[config.mk]
export PLATFORM = sky130hd
export DESIGN_NAME = parity_fifo
export DESIGN_NICKNAME = d
export VERILOG_FILES = /design/src/rtl/parity_pkg.sv /design/src/rtl/parity_gen.sv /design/src/rtl/parity_fifo.sv
export SDC_FILE = /design/constraint.sdc
export NUM_CORES = 1
export LEC_CHECK = 0
export CORE_ASPECT_RATIO = 0.75
export CORE_MARGIN = 5
export CORE_UTILIZATION = 30
export CTS_BUF_LIST = sky130_fd_sc_hd__clkbuf_16
export CTS_CLUSTER_SIZE = 12
export DETAILED_ROUTE_END_ITERATION = 10
export PLACE_DENSITY = 0.49
export SLEW_MARGIN = 0
export SYNTH_ARGS = -nofsm -noshare
export SYNTH_HDL_FRONTEND = slang
export SYNTH_SLANG_ARGS = --single-unit
[constraint.sdc]
create_clock -name clk -period 2.1 [get_ports clk]
set_clock_uncertainty 0.1 [all_clocks]
set_input_delay 0.63 -clock clk [delete_from_list [all_inputs] [get_ports clk]]
set_output_delay 0.63 -clock clk [all_outputs]
set_load 0.02 [all_outputs]
[src/rtl/parity_pkg.sv]
// Shared parity helpers for the parity FIFO slice.
package parity_pkg;

  localparam int DEFAULT_WIDTH = 8;

  // Callers zero-extend narrower words; the padding does not change the parity.
  function automatic logic parity_of(input logic [63:0] data, input logic odd);
    return (^data) ^ odd;
  endfunction

endpackage

[src/rtl/parity_gen.sv]
// Combinational parity generator: p = (^data) XOR odd.
module parity_gen
  import parity_pkg::*;
#(
  parameter int width = DEFAULT_WIDTH
) (
  input  logic [width-1:0] data,
  input  logic             odd,
  output logic             p
);

  logic [63:0] data_ext;

  // NOTE: every always_comb output gets a default first so no path can infer a latch.
  always_comb begin
    data_ext              = '0;
    data_ext[width-1:0]   = data;
  end

  assign p = parity_of(data_ext, odd);

endmodule

[src/rtl/parity_fifo.sv]
// Synchronous FIFO storing one parity bit per word and checking it on read.
// Optional error injection port inj_err when PARITY_FIFO_ERR_INJECT_EN is defined.
module parity_fifo
  import parity_pkg::*;
#(
  parameter int WIDTH      = DEFAULT_WIDTH,
  parameter int DEPTH      = 4,
  parameter int ODD_PARITY = 0
) (
  input  logic                     clk,
  input  logic                     reset,
  input  logic                     wr_en,
  input  logic [WIDTH-1:0]         wr_data,
  input  logic                     rd_en,
  input  logic                     clr_err,
`ifdef PARITY_FIFO_ERR_INJECT_EN
  input  logic                     inj_err,
`endif
  output logic [WIDTH-1:0]         rd_data,
  output logic                     rd_valid,
  output logic                     par_err,
  output logic                     err_sticky,
  output logic                     full,
  output logic                     empty,
  output logic [$clog2(DEPTH):0]   count,
  output logic                     wr_drop
);

  localparam int   AW  = $clog2(DEPTH);
  localparam int   CW  = AW + 1;
  localparam logic ODD = (ODD_PARITY != 0);

  logic [WIDTH:0]     mem_q [DEPTH];

  logic [AW-1:0]      wr_ptr_q, wr_ptr_d;
  logic [AW-1:0]      rd_ptr_q, rd_ptr_d;
  logic [CW-1:0]      count_q, count_d;
  logic [WIDTH-1:0]   rd_data_q, rd_data_d;
  logic               rd_valid_q, rd_valid_d;
  logic               par_err_q, par_err_d;
  logic               err_sticky_q, err_sticky_d;
  logic               wr_drop_q, wr_drop_d;

  logic               wr_ok, rd_ok;
  logic               wr_par, wr_par_stored, rd_par_calc;
  logic [WIDTH:0]     rd_entry;

  assign full  = (count_q == CW'(DEPTH));
  assign empty = (count_q == '0);
  assign wr_ok = wr_en & ~full;
  assign rd_ok = rd_en & ~empty;

  assign rd_entry = mem_q[rd_ptr_q];

  parity_gen #(.width(WIDTH)) u_wr_par (
    .data (wr_data),
    .odd  (ODD),
    .p    (wr_par)
  );

  parity_gen #(.width(WIDTH)) u_rd_par (
    .data (rd_entry[WIDTH-1:0]),
    .odd  (ODD),
    .p    (rd_par_calc)
  );

`ifdef PARITY_FIFO_ERR_INJECT_EN
  assign wr_par_stored = wr_par ^ inj_err;
`else
  assign wr_par_stored = wr_par;
`endif

  always_comb begin
    wr_ptr_d     = wr_ptr_q;
    rd_ptr_d     = rd_ptr_q;
    count_d      = count_q;
    rd_data_d    = rd_data_q;
    rd_valid_d   = rd_ok;
    par_err_d    = 1'b0;
    wr_drop_d    = wr_en & full;
    // Set dominates clear when a flagged read and clr_err coincide.
    err_sticky_d = (rd_valid_q & par_err_q) | (err_sticky_q & ~clr_err);

    if (wr_ok) wr_ptr_d = wr_ptr_q + AW'(1);
    if (rd_ok) begin
      rd_ptr_d  = rd_ptr_q + AW'(1);
      rd_data_d = rd_entry[WIDTH-1:0];
      par_err_d = rd_par_calc ^ rd_entry[WIDTH];
    end

    case ({wr_ok, rd_ok})
      2'b10:   count_d = count_q + CW'(1);
      2'b01:   count_d = count_q - CW'(1);
      default: count_d = count_q;
    endcase
  end

  // NOTE: sequential state uses non-blocking assignments so all flops update together.
  always_ff @(posedge clk or negedge reset) begin
    if (!reset) begin
      wr_ptr_q     <= '0;
      rd_ptr_q     <= '0;
      count_q      <= '0;
      rd_data_q    <= '0;
      rd_valid_q   <= 1'b0;
      par_err_q    <= 1'b0;
      err_sticky_q <= 1'b0;
      wr_drop_q    <= 1'b0;
    end else begin
      wr_ptr_q     <= wr_ptr_d;
      rd_ptr_q     <= rd_ptr_d;
      count_q      <= count_d;
      rd_data_q    <= rd_data_d;
      rd_valid_q   <= rd_valid_d;
      par_err_q    <= par_err_d;
      err_sticky_q <= err_sticky_d;
      wr_drop_q    <= wr_drop_d;
    end
  end

  // NOTE: storage is deliberately not reset; pointers and count define which entries are live.
  always_ff @(posedge clk) begin
    if (wr_ok) mem_q[wr_ptr_q] <= {wr_par_stored, wr_data};
  end

  assign rd_data    = rd_data_q;
  assign rd_valid   = rd_valid_q;
  assign par_err    = par_err_q;
  assign err_sticky = err_sticky_q;
  assign count      = count_q;
  assign wr_drop    = wr_drop_q;

endmodule
==> metrics.txt, run 1 <==
outcome=finished, final reports clean; CTS root buf=clkbuf_16; Yosys reg bits=55; PnR Total Power=roughly 4800 uW; CP max stage cell=mux4_2; sequential-to-total area share from yosys stat=66.88%; gr ovfl total=0; CTS Buf Count=5; Port Buffers=29; final hold slack=around 0.37 ns; GPL Wtd Cong=approximately 0.71; vias in the first global route=about 1400; MaxCap Viol Count=0; worst hold stages=2; Worst Path Max Fanout=4; # diodes=0; fillcell total=688; max-slew violation count=0; CP Launch Type=flip-flop; minimum clock period=roughly 2 ns; Vias=1282; Arrival @ worst endpoint=roughly 2.1 ns; Iter 0 DRT Violations=30; RSZ-0062 raised after global routing=true; crit share post-route=96.79%; PwrDens=~1500 nW/um2; Die Y=roughly 86 um; Netlist cell types=23; area share of fa/ha/maj cells after synthesis=3.548%; mapped cell area=around 2300 um2; final setup fails=0; Reg clk slew, reported paths=~0.07 ns; DRT Pass-1 Iters=4; ys async rst share=about a third; first-pass GRT wire length=just under 8 mm; Mean Syn Cell Area=around 16 um2; hold endpoint=rd_data[6]; hold_buf cts=0; Syn. warnings=0; later-pin clock latency in the skew report=around 0.29 ns; mux cell area share after synthesis=between 10% and 20%; die footprint=just under 10000 um2; most numerous cell in the Yosys netlist=edfxtp_1; Worst R2R Setup Slack=just under 0.07 ns; initial antenna violation count=0; Initial Utilization=31.31%; clock buffer depth=2; WL per Instance=approximately 15 um; reg2reg start=rd_ptr_q[0]; top cell type by total area after synthesis=edfxtp_1; CP bufs+invs=1; Crit path required time=roughly 2.2 ns; delay-heaviest family, CP=multiplexers; peak supply drop=between 0.4 and 0.5 mV; CTS tree=yes; cell count of the worst reg-to-reg path=5; synth top area cells=edfxtp_1 46%, dfrtp_1 20%, mux4_1 6.8%, nand2_1 4.5%, xnor2_1 4.1%; Worst setup EP type=flip-flop; die width=111.7 um; cell count after synthesis=144; GRT Total Usage=about a tenth; Critical Path Max Stage Delay=0.53 ns; share of the synthesized area in the top cell type=46.45%; slew at the pin closest to its max-slew limit=approximately 0.28 ns; Slew HR=between 80 and 90%; Post-Synth XOR/XNOR Area=8.280%; post-synthesis compound-gate area fraction=less than 1%; Ports=30; synth cell count leaders=36 x edfxtp_1, 28 x nand2_1, 19 x dfrtp_1; Hold/Removal Path Class=flip-flop to flip-flop; Post-Synth Simple-Gate Area=~7%; HP Start=rd_data[6]; worst r2r dst=par_err; DRC=0; largest family of logic cells by synthesized area=multiplexers; P&R area growth vs syn=35.65%; largest net degree at the start of global routing=20; Routed Antenna Nets=0; Top FF cell, synth=edfxtp_1; number of flops mapped to enable cells by yosys=36; Via-to-Cell Ratio=4.162; Final Hold Viols=0; share of layout cells above drive strength 1=roughly a third; drt total wl=approximately 4.6 mm; worst-path cell chain=buf_6, mux4_2, xor2_1, xnor3_1, mux2i_1; Core Area=7432 um2; H-tree lvl count=2; CTS sink count=55; dpl hpwl=around 3.5 mm; max frequency=492.0 MHz; crit path kind=flip-flop to flip-flop; Leakage Power=0.001300 uW; syn_nets=about 160; final net count=225; number of core rows=27
==> flip-flops by register name, indices dropped and copies added (netlist names) <==
register	cells
wr_drop	1
par_err	1
count	3
rd_ptr_q	2
err_sticky	1
rd_data	8
mem_q	36
rd_valid	1
wr_ptr_q	2
==> cell usage in the layout, fill, tap and decap left out, types with 4 or more instances in the layout <==
master           Yosys  final
buf_4                0     28
clkdlybuf4s50_1      0     22
dfrtp_1             19     14
clkbuf_16            0      5
xor2_1               4      4
dlygate4sd2_1        0      4
mux4_2               3      7
ha_1                 5      4
edfxtp_1            36     36
inv_1                9      6
xnor2_1             11     10
and3_1               5      5
dfrtp_2              0      5
nand2_1             28     27
==> worst reg2reg max path, delay by kind of cell (launching register included) <==
family    cells  cell delay (ns)
flops         1             0.42
mux           2             0.67
buf+inv       1             0.13
xor+xnor      2             0.60
==> metrics by stage <==
stage / std cells / utilization (%) / area [um2] / TNS [ns] / setup slack, ns
finish: 308 / 42.47 / 3157 / 0 / 0.06735
global route: 308 / 42.47 / 3157 / -0.02553 / -0.02553
CTS: 305 / 42.00 / 3122 / 0 / 0.004501
detailed placement: 297 / 39.75 / 2954 / -0.5874 / -0.3700
global placement: 297 / 39.75 / 2954 / -0.4576 / -0.2847
floorplan: 144 / - / 2387 / -0.2145 / -0.1130
==> routing by layer <==
| layer | global-route usage, % | routed length (um) |
|---|---|---|
| met2 | 16.16 | 2041 |
| met5 | 0 | 0 |
| met1 | 14.19 | 2296 |
| met4 | 2.320 | 34 |
| met3 | 3.210 | 196 |
==> worst max-delay path by stage <==
stage / slack (ns) / depth (start not counted) / startpoint / to
finish: 0.07 / 5 / rd_ptr_q[0] / par_err
global route: -0.03 / 5 / rd_ptr_q[0] / par_err
CTS: 0.005 / 10 / count[1] / count[2]
detailed placement: -0.37 / 9 / wr_en / count[2]
global placement: -0.28 / 9 / wr_en / count[2]
floorplan: -0.11 / 11 / count[1] / count[2]
==> where the power goes <==
part | switching [uW] | internal [uW]
clock | 374 | 563
combinational | 949 | 1170
sequential | 201 | 1510
total | 1520 | 3250
==> area by class of cell <==
type,count,area [um2],area share [%]
Sequential cell,55,1563,49.50
Timing Repair Buffer,59,516.7,16.37
Clock buffer,5,125.1,3.964
Multi-Input combinational cell,76,743.2,23.54
Clock inverter,3,43.79,1.387
Inverter,9,38.79,1.229
Tap cell,101,126.4,4.003
==> cells by family (layout without fill, tap and decap cells) <==
family	Yosys count	count (layout)
buffers and inverters	13	76
and+or+nand+nor	39	39
adders and majority gates	6	6
AOI/OAI and AO/OA	1	1
muxes	12	12
xor gates and xnor gates	18	18
DFF	55	55
==> timing repair <==
item / CTS / global route
setup buffers: 0 / 3
pin swaps: 2 / 6
gates resized for setup: 14 / 12
endpoints found under the setup margin: 6 / 4
No activity file was read; power rests on OpenSTA's default activity.
==> run 2: changes to the inputs <==
--- a/config.mk
+++ b/config.mk
@@ -11,7 +11,6 @@
 export CTS_BUF_LIST = sky130_fd_sc_hd__clkbuf_16
 export CTS_CLUSTER_SIZE = 12
 export DETAILED_ROUTE_END_ITERATION = 10
-export PLACE_DENSITY = 0.49
 export SLEW_MARGIN = 0
 export SYNTH_ARGS = -nofsm -noshare
 export SYNTH_HDL_FRONTEND = slang
==> run 2 against run 1 <==
  * The flow now finishes with violations (negative setup slack)
  * Largest power group unchanged
  * Sequential power about the same
  * Combinational power is essentially flat
  * Total power up 1.9%
  * Critical path depth is the same
  * Flip-flop and latch count unchanged
  * Global-route usage shrank 1.0 points
  * Clock power grew 12%
  * Highest routed layer unchanged
  * Critical path type unchanged
  * Core utilization rose by 0.72 points
==> metrics.txt, run 2 (synthesis results as in run 1) <==
outcome=finished, violations left; failing checks=negative setup slack; Worst setup EP type=flip-flop; PwrDens=~1500 nW/um2; Switching Fraction=30.80%; first-pass GRT wire length=6.893 mm; Clock power frac=approximately 22%; Port Buffers=29; P&R area growth vs syn=37.96%; Iter 0 DRT Violations=48; max FFs per register=36; die footprint=a little under 10000 um2; Logic pwr share=43.5%; later-pin clock latency in the skew report=approximately 0.29 ns; pre-CTS WS=-0.3394 ns; worst hold stages=2; peak supply drop=roughly 0.53 mV; Slew HR=approximately four fifths; hold_buf cts=0; sw power=1497 uW; vias in the first global route=between 1000 and 1500; Arrival @ worst endpoint=about 2.2 ns; number of core rows=27; Core Area=about 7400 um2; Initial Utilization=roughly 31%; DRT Pass-1 Iters=4; Die Y=~86 um; Int Pwr=between 3000 and 4000 uW; Top reg by flops=mem_q; Routed Antenna Nets=0; fillcell total=~680; max-slew violation count=0; most common cell after layout, fill and taps aside=edfxtp_1; Worst R2R Setup Slack=-0.004 ns; clock buffer depth=2; crit share post-route=100.2%; hold endpoint=rd_data[5]; CTS Buf Count=5; Leakage Power=between 0.001 and 0.0015 uW; HP Start=rd_data[5]; reg2reg start=rd_ptr_q[0]; WL per Instance=approximately 13 um; CTS sink count=55; Worst Path Max Fanout=4; initial antenna violation count=0; Final Hold Viols=0; crit path kind=flip-flop to flip-flop; Ports=30; slew at the pin closest to its max-slew limit=about 0.29 ns; GPL Wtd Cong=around 0.67; Setup WS post-layout=-0.004397 ns; CTS root buf=clkbuf_16; max frequency=around 480 MHz; final net count=~220; Critical Path Max Stage Delay=around 0.52 ns; worst-path cell chain=buf_6, mux4_2, xor2_2, xnor3_1, mux2i_1; largest net degree at the start of global routing=20; final hold slack=approximately 0.38 ns; dpl hpwl=a little under 3 mm; DRC=0; Hold/Removal Path Class=flip-flop to flip-flop; die width=111.7 um; Via-to-Cell Ratio=around 4.1; CP Launch Type=flip-flop; share of layout cells above drive strength 1=between 20 and 30%; most frequent cells in the layout=36 x edfxtp_1, 28 x nand2_1, 22 x clkdlybuf4s50_1, 22 x buf_4, 15 x dfrtp_1; Reg clk slew, reported paths=0.07 ns; cell count of the worst reg-to-reg path=5; Vias=1258; RSZ-0062 raised after global routing=true; PnR Total Power=4862 uW; H-tree lvl count=2; MaxCap Viol Count=0; drt total wl=roughly 4.1 mm; placed insts=approximately 290; CTS tree=yes; final setup fails=1; CP max stage cell=mux4_2; # diodes=0; Sequential Power Share=between 30% and 40%; Crit path required time=2.18 ns; gr ovfl total=0; Finished Layout Cells=approximately 310; GRT Total Usage=~9.3%; worst r2r dst=par_err; minimum clock period=~2.1 ns
==> run 2: power groups by stage <==
stage	logic [uW]	registers, uW	clock network [uW]
2_1_floorplan	1200	1820	0
3_3_place_gp	2020	1700	0
3_5_place_dp	2050	1710	0
4_1_cts	2160	1690	1080
5_1_grt	2300	1740	1130
6_report	2110	1690	1050
==> run 2: stage by stage <==
step	utilization [%]	setup TNS, ns	area (um2)
floorplan	-	-0.2145	2387
global placement	40.12	-0.5857	2982
detailed placement	40.12	-0.5377	2982
CTS	43.11	-0.006225	3204
global route	43.20	-0.05029	3211
finish	43.20	-0.004397	3211
==> run 2: cell type report <==
class	count	area [um2]	share of cell area (%)
repair buffers	56	545.5	16.99
clock inverters	3	67.56	2.104
multi-input cells	76	748.2	23.30
flip-flops and latches	55	1562	48.64
clock buffers	5	125.1	3.897
inverters	9	36.28	1.130
well taps	101	126.4	3.936
==> run 2: critical path: cells and delay by family (launching register included) <==
kind | cells | cell delay [ns]
buf+inv | 1 | 0.14
mux | 2 | 0.65
flops | 1 | 0.42
xor+xnor | 2 | 0.67
==> run 2: timing repair <==
action	4_1_cts	5_1_grt
pin swaps	4	2
endpoints found under the hold margin	0	0
endpoints found under the setup margin	5	6
resized for setup	12	8
setup buffers	4	0
==> run 2: how the worst max path moves through the flow <==
stage / startpoint / to / slack, ns / cells after the start
after floorplan: count[1] / count[2] / -0.11 / 11
after global placement: wr_en / count[2] / -0.31 / 9
after detailed placement: wr_en / count[2] / -0.34 / 9
after CTS: rd_ptr_q[0] / par_err / -0.006 / 5
after global routing: rd_ptr_q[0] / par_err / -0.05 / 5
final: rd_ptr_q[0] / par_err / -0.004 / 5
==> run 2: per-layer routing <==
metal | GRT usage (%) | share of wire [%]
met5 | 0 | 0
met4 | 4.309 | 1.8
met3 | 3.350 | 6.1
met2 | 13.60 | 43
met1 | 12.34 | 49
==> run 3: changes to the inputs <==
--- a/config.mk
+++ b/config.mk
@@ -8,7 +8,6 @@
 export CORE_ASPECT_RATIO = 0.75
 export CORE_MARGIN = 5
 export CORE_UTILIZATION = 30
-export CTS_BUF_LIST = sky130_fd_sc_hd__clkbuf_16
 export CTS_CLUSTER_SIZE = 12
 export DETAILED_ROUTE_END_ITERATION = 10
 export SLEW_MARGIN = 0
==> run 3 against run 2 <==
  * The flow still finishes with violations (negative setup slack)
  * Sequential share of layout area increased by 1.2 points
  * Hold slack gained 0.0051 ns
  * Sequential power is essentially flat
  * Flip-flop and latch count is the same
  * Critical path type unchanged
  * Critical endpoint unchanged
  * Largest cell class unchanged
==> metrics.txt, run 3 (synthesis results as in run 1) <==
outcome=finished, violations left; failing checks=negative setup slack; Final Hold Viols=0; max-slew violation count=0; first-pass GRT wire length=about 6.6 mm; Int Pwr=between 3000 and 4000 uW; drt total wl=4.007 mm; Via-to-Cell Ratio=~4.1; Top reg by flops=mem_q; max frequency=about 470 MHz; crit path kind=flip-flop to flip-flop; RSZ-0062 raised after global routing=true; GRT Total Usage=8.892%; CTS sink count=55; vias in the first global route=1352; die footprint=9637 um2; Clock power frac=17.8%; final setup fails=1; Crit path required time=about 2.2 ns; pre-CTS WS=-0.3394 ns; clock buffer depth=2; CTS root buf=clkbuf_8; share of layout cells above drive strength 1=between 20% and 30%; Slew HR=about four fifths; CTS Buf Count=5; final net count=approximately 220; Vias=1251; Sequential Power Share=between 30% and 40%; Initial Utilization=approximately 31%; initial antenna violation count=0; H-tree lvl count=2; Logic pwr share=between 40% and 50%; Worst setup EP type=flip-flop; Hold/Removal Path Class=flip-flop to flip-flop; CTS tree=yes; Die Y=around 86 um; peak supply drop=0.5260 mV; MaxCap Viol Count=0; final hold slack=0.3825 ns; gr ovfl total=0; max FFs per register=36; # diodes=0; GPL Wtd Cong=approximately 0.67; PwrDens=1464 nW/um2; Routed Antenna Nets=0; Ports=30; later-pin clock latency in the skew report=around 0.31 ns; die width=roughly 110 um; Switching Fraction=between 30% and 40%; sw power=approximately 1400 uW; Arrival @ worst endpoint=between 2 and 2.5 ns; footprint of the multi-input gates=about 740 um2; dpl hpwl=~2.9 mm; Worst Path Max Fanout=5; most frequent cells in the layout=36 x edfxtp_1, 28 x nand2_1, 24 x clkdlybuf4s50_1, 21 x buf_4, 15 x dfrtp_1; P&R area growth vs syn=34.52%; most common cell after layout, fill and taps aside=edfxtp_1; fillcell total=roughly 700; minimum clock period=2.107 ns; number of core rows=27; DRC=0; Leakage Power=between 0.001 and 0.0015 uW; Setup WS post-layout=-0.007328 ns; Core Area=around 7400 um2; crit share post-route=100.3%; Iter 0 DRT Violations=45; slew at the pin closest to its max-slew limit=approximately 0.29 ns; largest net degree at the start of global routing=20; register area=1562 um2; Port Buffers=29; WL per Instance=approximately 13 um; CP Launch Type=flip-flop; Reg clk slew, reported paths=about 0.1 ns; DRT Pass-1 Iters=4
==> run 3: cell count changes in the layout (fill, tap and decap cells not counted), moves of 2 or more <==
cell / previous run / this run
clkbuf_16: 5 / 0
clkbuf_8: 0 / 5
clkdlybuf4s50_1: 22 / 24
dlygate4sd2_1: 1 / 3
dlymetal6s2s_1: 4 / 0
mux4_1: 4 / 2
mux4_2: 5 / 7
==> run 3: final timing paths <==
path / slack (ns) / depth (start not counted) / start / to
max: -0.007 / 5 / rd_ptr_q[0] / par_err
min: 0.38 / 2 / rd_data[5] / rd_data[5]
max reg2reg: -0.007 / 5 / rd_ptr_q[0] / par_err
min reg2reg: 0.38 / 2 / rd_data[5] / rd_data[5]
max in group asynchronous: 1.12 / 2 / reset / rd_ptr_q[0]
min in group asynchronous: 0.56 / 2 / reset / rd_data[0]
==> run 3: per-layer routing <==
metal	share of wire (%)	GRT usage (%)
met5	0	0
met4	1.6	3.978
met3	6.7	3.559
met2	42	12.89
met1	50	11.76
==> run 3: what timing repair did <==
item,in CTS,in global routing
hold endpoints to repair,0,0
setup buffers,0,2
endpoints found under the setup margin,7,4
hold buffers,0,0
pin swaps,0,2
resized for setup,11,8
==> run 3: power by group through the flow <==
stage	Clock [uW]	Sequential (uW)	Combinational, uW
3_3_place_gp	0	1700	2020
2_1_floorplan	0	1820	1200
4_1_cts	844	1690	2030
5_1_grt	890	1740	2250
6_report	815	1700	2070
3_5_place_dp	0	1710	2050
==> run 3: final cells by class <==
| type | instances | share of cell area [%] |
|---|---|---|
| Sequential cell | 55 | 49.88 |
| Multi-Input combinational cell | 76 | 23.58 |
| Timing Repair Buffer | 55 | 16.99 |
| Tap cell | 101 | 4.037 |
| Clock buffer | 5 | 2.198 |
| Clock inverter | 3 | 2.158 |
| Inverter | 9 | 1.159 |
==> run 3: per-stage QoR <==
stage / instance area (um2) / total power [uW] / setup TNS [ns] / instances / util (%)
floorplan: 2387 / 3022 / -0.2145 / 144 / -
detailed placement: 2982 / 3757 / -0.5377 / 294 / 40.12
global placement: 2982 / 3723 / -0.5857 / 294 / 40.12
finish: 3131 / 4584 / -0.007328 / 304 / 42.12
global route: 3131 / 4883 / -0.1090 / 304 / 42.12
CTS: 3119 / 4567 / 0 / 302 / 41.97
==> run 3: critical path, cell delays in order, from the launching register on <==
cell	delay (ns)
dfrtp_2	0.45
buf_6	0.15
mux4_2	0.53
xor2_2	0.20
xnor3_1	0.44
mux2i_1	0.13
